===== config.mk =====
export PLATFORM = sky130hd
export DESIGN_NAME = pipelined_control
export DESIGN_NICKNAME = d
export VERILOG_FILES = /design/src/rtl/pipelined_control.sv
export SDC_FILE = /design/constraint.sdc
export NUM_CORES = 1
export LEC_CHECK = 0
export ABC_AREA = 1
export CORE_UTILIZATION = 66
export CTS_BUF_LIST = sky130_fd_sc_hd__clkbuf_2 sky130_fd_sc_hd__clkbuf_4 sky130_fd_sc_hd__clkbuf_8
export CTS_CLUSTER_SIZE = 8
export DETAILED_ROUTE_END_ITERATION = 6
export DONT_BUFFER_PORTS = 1
export GPL_ROUTABILITY_DRIVEN = 0
export PLACE_DENSITY = 0.85
export SLEW_MARGIN = 25
export SYNTH_ARGS = -nofsm -noshare
export SYNTH_HDL_FRONTEND = slang
export SYNTH_SLANG_ARGS = --single-unit
export TNS_END_PERCENT = 10

===== constraint.sdc =====
create_clock -name clk -period 2.1 [get_ports clk]
set_input_delay 0.525 -clock clk [delete_from_list [all_inputs] [get_ports clk]]
set_output_delay 0.525 -clock clk [all_outputs]
set_load 0.02 [all_outputs]

===== src/rtl/pipelined_control.sv =====
// pipelined_control: registered MIPS control decoder between IF/ID and ID/EX.
// In: clk, rst_n, instr, instr_valid, flush. Out: stall, ctrl_valid, EX/MEM/WB words, jump/branch/syscall, illegal, halt.
module pipelined_control #(
  parameter int ALUOP_W       = 5,
  parameter int DIV_CYCLES    = 8,
  parameter int SYSCALL_DRAIN = 3
) (
  input  logic               clk,
  input  logic               rst_n,
  input  logic [31:0]        instr,
  input  logic               instr_valid,
  input  logic               flush,
  output logic               stall,
  output logic               ctrl_valid,
  output logic [ALUOP_W+1:0] EX_D,
  output logic [1:0]         MEM_D,
  output logic [1:0]         WB_D,
  output logic               Jump,
  output logic               Branch,
  output logic               jr_control,
  output logic               jal_control,
  output logic               syscall_control,
  output logic [2:0]         BranchOp,
  output logic [1:0]         Byte_Warning,
  output logic               illegal,
  output logic               halt
);

  localparam int CMAX = (DIV_CYCLES > SYSCALL_DRAIN) ? DIV_CYCLES : SYSCALL_DRAIN;
  localparam int CW   = $clog2(CMAX + 1);
  localparam logic [CW-1:0] DIV_LOAD = CW'(DIV_CYCLES - 1);
  localparam logic [CW-1:0] SYS_LOAD = CW'(SYSCALL_DRAIN - 1);
  localparam logic [CW-1:0] ONE      = CW'(1);

  localparam logic [5:0] OP_SPECIAL = 6'h00;
  localparam logic [5:0] OP_REGIMM  = 6'h01;
  localparam logic [5:0] OP_J       = 6'h02;
  localparam logic [5:0] OP_JAL     = 6'h03;
  localparam logic [5:0] OP_BEQ     = 6'h04;
  localparam logic [5:0] OP_BNE     = 6'h05;
  localparam logic [5:0] OP_ADDI    = 6'h08;
  localparam logic [5:0] OP_ADDIU   = 6'h09;
  localparam logic [5:0] OP_ANDI    = 6'h0C;
  localparam logic [5:0] OP_ORI     = 6'h0D;
  localparam logic [5:0] OP_LUI     = 6'h0F;
  localparam logic [5:0] OP_LW      = 6'h23;
  localparam logic [5:0] OP_SB      = 6'h28;
  localparam logic [5:0] OP_SW      = 6'h2B;

  localparam logic [5:0] F_SLL     = 6'h00;
  localparam logic [5:0] F_SRA     = 6'h03;
  localparam logic [5:0] F_JR      = 6'h08;
  localparam logic [5:0] F_MOVZ    = 6'h0A;
  localparam logic [5:0] F_SYSCALL = 6'h0C;
  localparam logic [5:0] F_BREAK   = 6'h0D;
  localparam logic [5:0] F_MFHI    = 6'h10;
  localparam logic [5:0] F_MFLO    = 6'h12;
  localparam logic [5:0] F_DIV     = 6'h1A;
  localparam logic [5:0] F_ADD     = 6'h20;
  localparam logic [5:0] F_ADDU    = 6'h21;
  localparam logic [5:0] F_SUB     = 6'h22;
  localparam logic [5:0] F_SUBU    = 6'h23;
  localparam logic [5:0] F_AND     = 6'h24;
  localparam logic [5:0] F_OR      = 6'h25;
  localparam logic [5:0] F_SLT     = 6'h2A;

  localparam logic [ALUOP_W-1:0] A_AND  = ALUOP_W'(5'b00000);
  localparam logic [ALUOP_W-1:0] A_OR   = ALUOP_W'(5'b00001);
  localparam logic [ALUOP_W-1:0] A_ADD  = ALUOP_W'(5'b00010);
  localparam logic [ALUOP_W-1:0] A_LUI  = ALUOP_W'(5'b00011);
  localparam logic [ALUOP_W-1:0] A_MFLO = ALUOP_W'(5'b00100);
  localparam logic [ALUOP_W-1:0] A_MFHI = ALUOP_W'(5'b00101);
  localparam logic [ALUOP_W-1:0] A_SUB  = ALUOP_W'(5'b00110);
  localparam logic [ALUOP_W-1:0] A_SLT  = ALUOP_W'(5'b00111);
  localparam logic [ALUOP_W-1:0] A_SLL  = ALUOP_W'(5'b01000);
  localparam logic [ALUOP_W-1:0] A_SRA  = ALUOP_W'(5'b01001);
  localparam logic [ALUOP_W-1:0] A_DIV  = ALUOP_W'(5'b01010);
  localparam logic [ALUOP_W-1:0] A_MOVZ = ALUOP_W'(5'b01101);

  typedef struct packed {
    logic               vld;
    logic               rdst;
    logic               asrc;
    logic [ALUOP_W-1:0] alu;
    logic [1:0]         mem;
    logic [1:0]         wb;
    logic               jump;
    logic               branch;
    logic               jr;
    logic               jal;
    logic               sys;
    logic [2:0]         bop;
    logic [1:0]         bw;
    logic               ill;
  } ctrl_t;

  typedef enum logic [1:0] {S_RUN, S_DIV, S_SYS, S_HALT} state_t;

  state_t          state, state_d;
  logic [CW-1:0]   cnt, cnt_d;
  logic [4:0]      lw_rt, lw_rt_d;
  ctrl_t           q, nxt, dec;

  logic [5:0] op, fn;
  logic [4:0] rs, rt;
  logic legal, is_lw, is_div, is_sys, is_brk, reads_rt;
  logic live, hazard, div_wait;

  assign op = instr[31:26];
  assign rs = instr[25:21];
  assign rt = instr[20:16];
  assign fn = instr[5:0];

  always_comb begin
    dec      = '0;
    dec.vld  = 1'b1;
    legal    = 1'b1;
    is_lw    = 1'b0;
    is_div   = 1'b0;
    is_sys   = 1'b0;
    is_brk   = 1'b0;
    reads_rt = 1'b0;
    unique case (1'b1)
      op == OP_SPECIAL: begin
        reads_rt = 1'b1;
        dec.rdst = 1'b1;
        dec.wb   = 2'b10;
        unique case (1'b1)
          fn == F_AND:                 dec.alu = A_AND;
          fn == F_OR:                  dec.alu = A_OR;
          fn == F_ADD  || fn == F_ADDU: dec.alu = A_ADD;
          fn == F_SUB  || fn == F_SUBU: dec.alu = A_SUB;
          fn == F_MOVZ:                dec.alu = A_MOVZ;
          fn == F_MFLO:                dec.alu = A_MFLO;
          fn == F_MFHI:                dec.alu = A_MFHI;
          fn == F_SLT:                 dec.alu = A_SLT;
          fn == F_SRA:                 dec.alu = A_SRA;
          fn == F_SLL:                 dec.alu = A_SLL;
          fn == F_DIV: begin
            dec.alu = A_DIV;
            is_div  = 1'b1;
          end
          fn == F_JR: begin
            dec.rdst = 1'b0;
            dec.wb   = 2'b00;
            dec.jump = 1'b1;
            dec.jr   = 1'b1;
          end
          fn == F_SYSCALL: is_sys = 1'b1;
          fn == F_BREAK:   is_brk = 1'b1;
          default:         legal  = 1'b0;
        endcase
      end
      op == OP_LUI: begin
        dec.wb   = 2'b10;
        dec.asrc = 1'b1;
        dec.alu  = A_LUI;
      end
      op == OP_J: dec.jump = 1'b1;
      op == OP_JAL: begin
        dec.jump = 1'b1;
        dec.wb   = 2'b10;
        dec.jal  = 1'b1;
      end
      op == OP_ADDI || op == OP_ADDIU: begin
        dec.wb   = 2'b10;
        dec.asrc = 1'b1;
        dec.alu  = A_ADD;
      end
      op == OP_ANDI: begin
        dec.wb   = 2'b10;
        dec.asrc = 1'b1;
        dec.alu  = A_AND;
      end
      op == OP_ORI: begin
        dec.wb   = 2'b10;
        dec.asrc = 1'b1;
        dec.alu  = A_OR;
      end
      op == OP_BEQ: begin
        dec.branch = 1'b1;
        dec.bop    = 3'b001;
        reads_rt   = 1'b1;
      end
      op == OP_BNE: begin
        dec.branch = 1'b1;
        dec.bop    = 3'b100;
        reads_rt   = 1'b1;
      end
      op == OP_REGIMM: begin
        dec.branch = 1'b1;
        dec.bop    = 3'b110;
      end
      op == OP_LW: begin
        is_lw    = 1'b1;
        dec.mem  = 2'b01;
        dec.wb   = 2'b11;
        dec.asrc = 1'b1;
        dec.alu  = A_ADD;
      end
      op == OP_SW || op == OP_SB: begin
        reads_rt = 1'b1;
        dec.mem  = 2'b10;
        dec.asrc = 1'b1;
        dec.alu  = A_ADD;
        dec.bw   = (op == OP_SW) ? 2'b01 : 2'b10;
      end
      default: legal = 1'b0;
    endcase
  end

  assign live     = instr_valid && (instr != '0);
  assign div_wait = (state == S_DIV) && (cnt != '0);
  assign hazard   = live && (lw_rt != '0) &&
                    ((rs == lw_rt) || (reads_rt && rt == lw_rt));

  // DIV_BUSY with an expired counter behaves exactly like RUN.
  always_comb begin
    nxt     = '0;
    state_d = state;
    cnt_d   = cnt;
    lw_rt_d = '0;
    stall   = 1'b0;
    if (state == S_HALT) begin
      stall = 1'b1;
    end else if (flush) begin
      state_d = S_RUN;
      if (div_wait) begin
        state_d = S_DIV;
        cnt_d   = cnt - ONE;
      end
    end else if (div_wait) begin
      stall = 1'b1;
      cnt_d = cnt - ONE;
    end else if (state == S_SYS) begin
      if (cnt != '0) begin
        stall = 1'b1;
        cnt_d = cnt - ONE;
      end else begin
        nxt.vld  = 1'b1;
        nxt.rdst = 1'b1;
        nxt.wb   = 2'b10;
        nxt.sys  = 1'b1;
        state_d  = S_RUN;
      end
    end else begin
      state_d = S_RUN;
      if (hazard) begin
        stall = 1'b1;
      end else if (live) begin
        unique case (1'b1)
          !legal: nxt.ill = 1'b1;
          is_brk: state_d = S_HALT;
          is_sys: begin
            stall   = 1'b1;
            state_d = S_SYS;
            cnt_d   = SYS_LOAD;
          end
          default: begin
            nxt = dec;
            if (is_lw) lw_rt_d = rt;
            if (is_div) begin
              state_d = S_DIV;
              cnt_d   = DIV_LOAD;
            end
          end
        endcase
      end
    end
  end

  always_ff @(posedge clk or negedge rst_n) begin
    if (!rst_n) begin
      state <= S_RUN;
      cnt   <= '0;
      lw_rt <= '0;
      q     <= '0;
    end else begin
      state <= state_d;
      cnt   <= cnt_d;
      lw_rt <= lw_rt_d;
      q     <= nxt;
    end
  end

  assign ctrl_valid      = q.vld;
  assign EX_D            = {q.rdst, q.asrc, q.alu};
  assign MEM_D           = q.mem;
  assign WB_D            = q.wb;
  assign Jump            = q.jump;
  assign Branch          = q.branch;
  assign jr_control      = q.jr;
  assign jal_control     = q.jal;
  assign syscall_control = q.sys;
  assign BranchOp        = q.bop;
  assign Byte_Warning    = q.bw;
  assign illegal         = q.ill;
  assign halt            = (state == S_HALT);

endmodule


==> flow_summary.toml <==
[placed_design]
hpwl_mm = 3.61
placed_area_um2 = 2380
io_buffers = 0

[clock_network]
htree_levels = 2
clk_latency_ns = 0.36
cts-root-buf = "clkbuf_4"
cts_sinks = 33
cts_tree = "yes"
clk_pin_slew_ns = 0.11
cts_made_buffers = 5
cts.path.max_buffers = 2

[floorplan]
rows = 20
core_um2 = 3100
die_h_um = 59.6
fp.dieW_um = 59.6
pin_count = 61
floorplan.initialDensity_pct = 70.5
dieArea_um2 = 3550

[critical_path]
r2r-start = "cnt[0]"
crit_required_ns = 1.57
cp_slowest_cell = "dfrtp_1"
worst_r2r_endpoint = "cnt[3]"
crit_path_start_kind = "register"
crit_fanout = 3
reg2reg_setup_slack_ns = -0.19
endpoint_kind = "output pin"
worstSetupEndpoint = "stall"
rr_worst_depth = 15
critical_path_class = "register to output pin"
slowest_delay_ns = 0.42
crit_path_frequent_cell = "inv_2"
arrival_ns = 1.83
crit_path_start = "cnt[0]"
crit_chain = "inv_2, ha_4, nand2_4, nor2_4, inv_2, nand3_2, inv_2, a21oi_2, o31ai_2, nand2_1, nand3_2"

[yosys]
ys_ff_latch = 33
syn_area_per_cell_um2 = 6.97
yosys_warnings = 0
synthDistinctLibCells = 31
yosysTopAreaCell = "dfrtp_1"
synth_seq_area_share_pct = 37.8
async_flop_share_pct = 100
syn_inst = 314
synth_top_area_share_pct = 37.8
ys_top_cells_by_count = "nand2_1 (75), nor2_1 (54), inv_1 (46), dfrtp_1 (33), nand3_1 (24)"
synth_top_flop_cell = "dfrtp_1"
synth_fp_nets = 352
syn-cell-area_um2 = 2190
synth_area_leaders = "dfrtp_1 (38%), nand2_1 (13%), nor2_1 (9.3%)"
synth_edf_count = 0
yosysMostFrequentCell = "nand2_1"

[job]
max_cap_viol_count = 0

[worst_hold_path]
hp-class = "input pin to register"

[power]
p_leak_nw = 1.43
peakVddDrop_mv = 0.613
power.density_nw_per_um2 = 866

[drt]
ant_nets = 0
drt_pre_antenna_iters = 6
remaining_drc_errors = 0
vias = 2383
vias_per_cell = 5.97
wire_per_inst_um = 16.3
drt_iter0_markers = 373
finalWirelength_mm = 6.52

[global_route]
grt_pass1_vias = 2070
grt_util_all_layers_pct = 34.7
grt_max_degree = 34
grt-ovfl-total = 0
grt_pass1_wl_mm = 9.04
antenna_found_initial = 0

[finish]
antenna_cells = 0
drive_gt1_share_pct = 25.4
nets = 392
stdcell_area_um2 = 2630
syn2layout_area_growth_pct = 20.0

[sta]
hold_viol = 0
post-route-period-util_pct = 112
setup_viol_count_final = 15
rsz0062_at_grt = "true"
fin_ws_ns = -0.253
maxSlewViolCount = 0
max_clock_freq_mhz = 425
period_needed_ns = 2.35
finClkSkew_ns = 0.0191
holdWs_ns = 0.230

[status]
violations = "negative setup slack"
status = "complete, but fails checks"
-- layout make-up --
class / count / area [um2]
multi-input cells: 229 / 1230
repair buffers: 34 / 270
clock inverters: 2 / 10.0
flip-flops and latches: 33 / 826
inverters: 51 / 191
fillers: 196 / 478
well taps: 44 / 55.1
clock buffers: 6 / 45.0
-- flip-flops by register name, summed over array words and instances, names as in the netlist, 2 cells and up --
register / count
BranchOp: 3
Byte_Warning: 2
EX_D: 6
MEM_D: 2
WB_D: 2
cnt: 4
lw_rt: 5
state: 2
-- placed cells by master, fill, tap and decap left out, drive strengths merged, types with 2 or more instances in the layout --
master / synthesis / final
nor2: 71 / 71
nand3: 27 / 27
a31oi: 3 / 3
xor2: 4 / 4
nand4: 6 / 6
o21ai: 6 / 6
xnor2: 4 / 4
nor3: 6 / 6
ha: 2 / 2
dfrtp: 33 / 33
a21oi: 13 / 13
clkbuf: 0 / 6
clkinv: 0 / 2
buf: 1 / 33
nand2: 80 / 80
inv: 51 / 51
-- kinds of logic after synthesis --
logic type,after synthesis,share of synthesized area [%]
DFF,33,37.8
and+or+nand+nor,192,40.6
xor gates and xnor gates,8,3.20
other,1,0.171
buffers and inverters,52,9.10
AOI/OAI and AO/OA,26,8.01
adders and majority gates,2,1.14
-- through the flow --
| step | util [%] | total power, mW | instances | setup WS (ns) | TNS [ns] |
|---|---|---|---|---|---|
| 2_1_floorplan | - | 1.26 | 314 | 0.00157 | 0 |
| 3_3_place_gp | 76.6 | 1.44 | 376 | 0.0166 | 0 |
| 3_5_place_dp | 76.6 | 1.46 | 376 | -0.0132 | -0.0132 |
| 4_1_cts | 82.6 | 2.02 | 397 | -0.166 | -0.244 |
| 5_1_grt | 84.6 | 2.38 | 399 | -0.313 | -1.51 |
| 6_report | 84.6 | 2.27 | 399 | -0.253 | -0.849 |
-- where the power goes --
part / internal, mW / leakage (nW) / total, mW / switching [mW]
clock: 0.140 / 0.0354 / 0.372 / 0.232
combinational: 0.496 / 0.940 / 1.12 / 0.621
sequential: 0.701 / 0.451 / 0.784 / 0.0825
-- timing repair --
action                     CTS  global route
hold buffers                 1             1
resized for setup            9             8
setup endpoints to repair    1            15
hold endpoints to repair    33            14
pin swaps                    4             6
setup buffers               12             1
-- worst min path at each step --
stage | startpoint | end | slack [ns] | cells after the start
2_1_floorplan | rst_n | Branch | 0.23 | 0
3_3_place_gp | rst_n | BranchOp[1] | 0.23 | 0
3_5_place_dp | rst_n | BranchOp[1] | 0.23 | 0
4_1_cts | rst_n | EX_D[0] | 0.006 | 1
5_1_grt | flush | syscall_control | 0.22 | 1
6_report | flush | syscall_control | 0.23 | 1
-- layer usage --
layer / share of wire, % / vias to the layer above / global-route usage, %
met5: 0 / - / 0
li1: - / 1059 / -
met4: 6.0 / 0 / 15.3
met2: 46 / 189 / 57.9
met3: 11 / 56 / 10.0
met1: 36 / 1079 / 41.2
-- worst max-delay path: cells and delay by family, from the launching register on --
family                     cells  cell delay [ns]
buffers and inverters          3             0.22
DFF                            1             0.42
AOI/OAI and AO/OA              2             0.23
and+or+nand+nor                5             0.47
adders and majority gates      1             0.14
(Power assumes the default switching activity.)
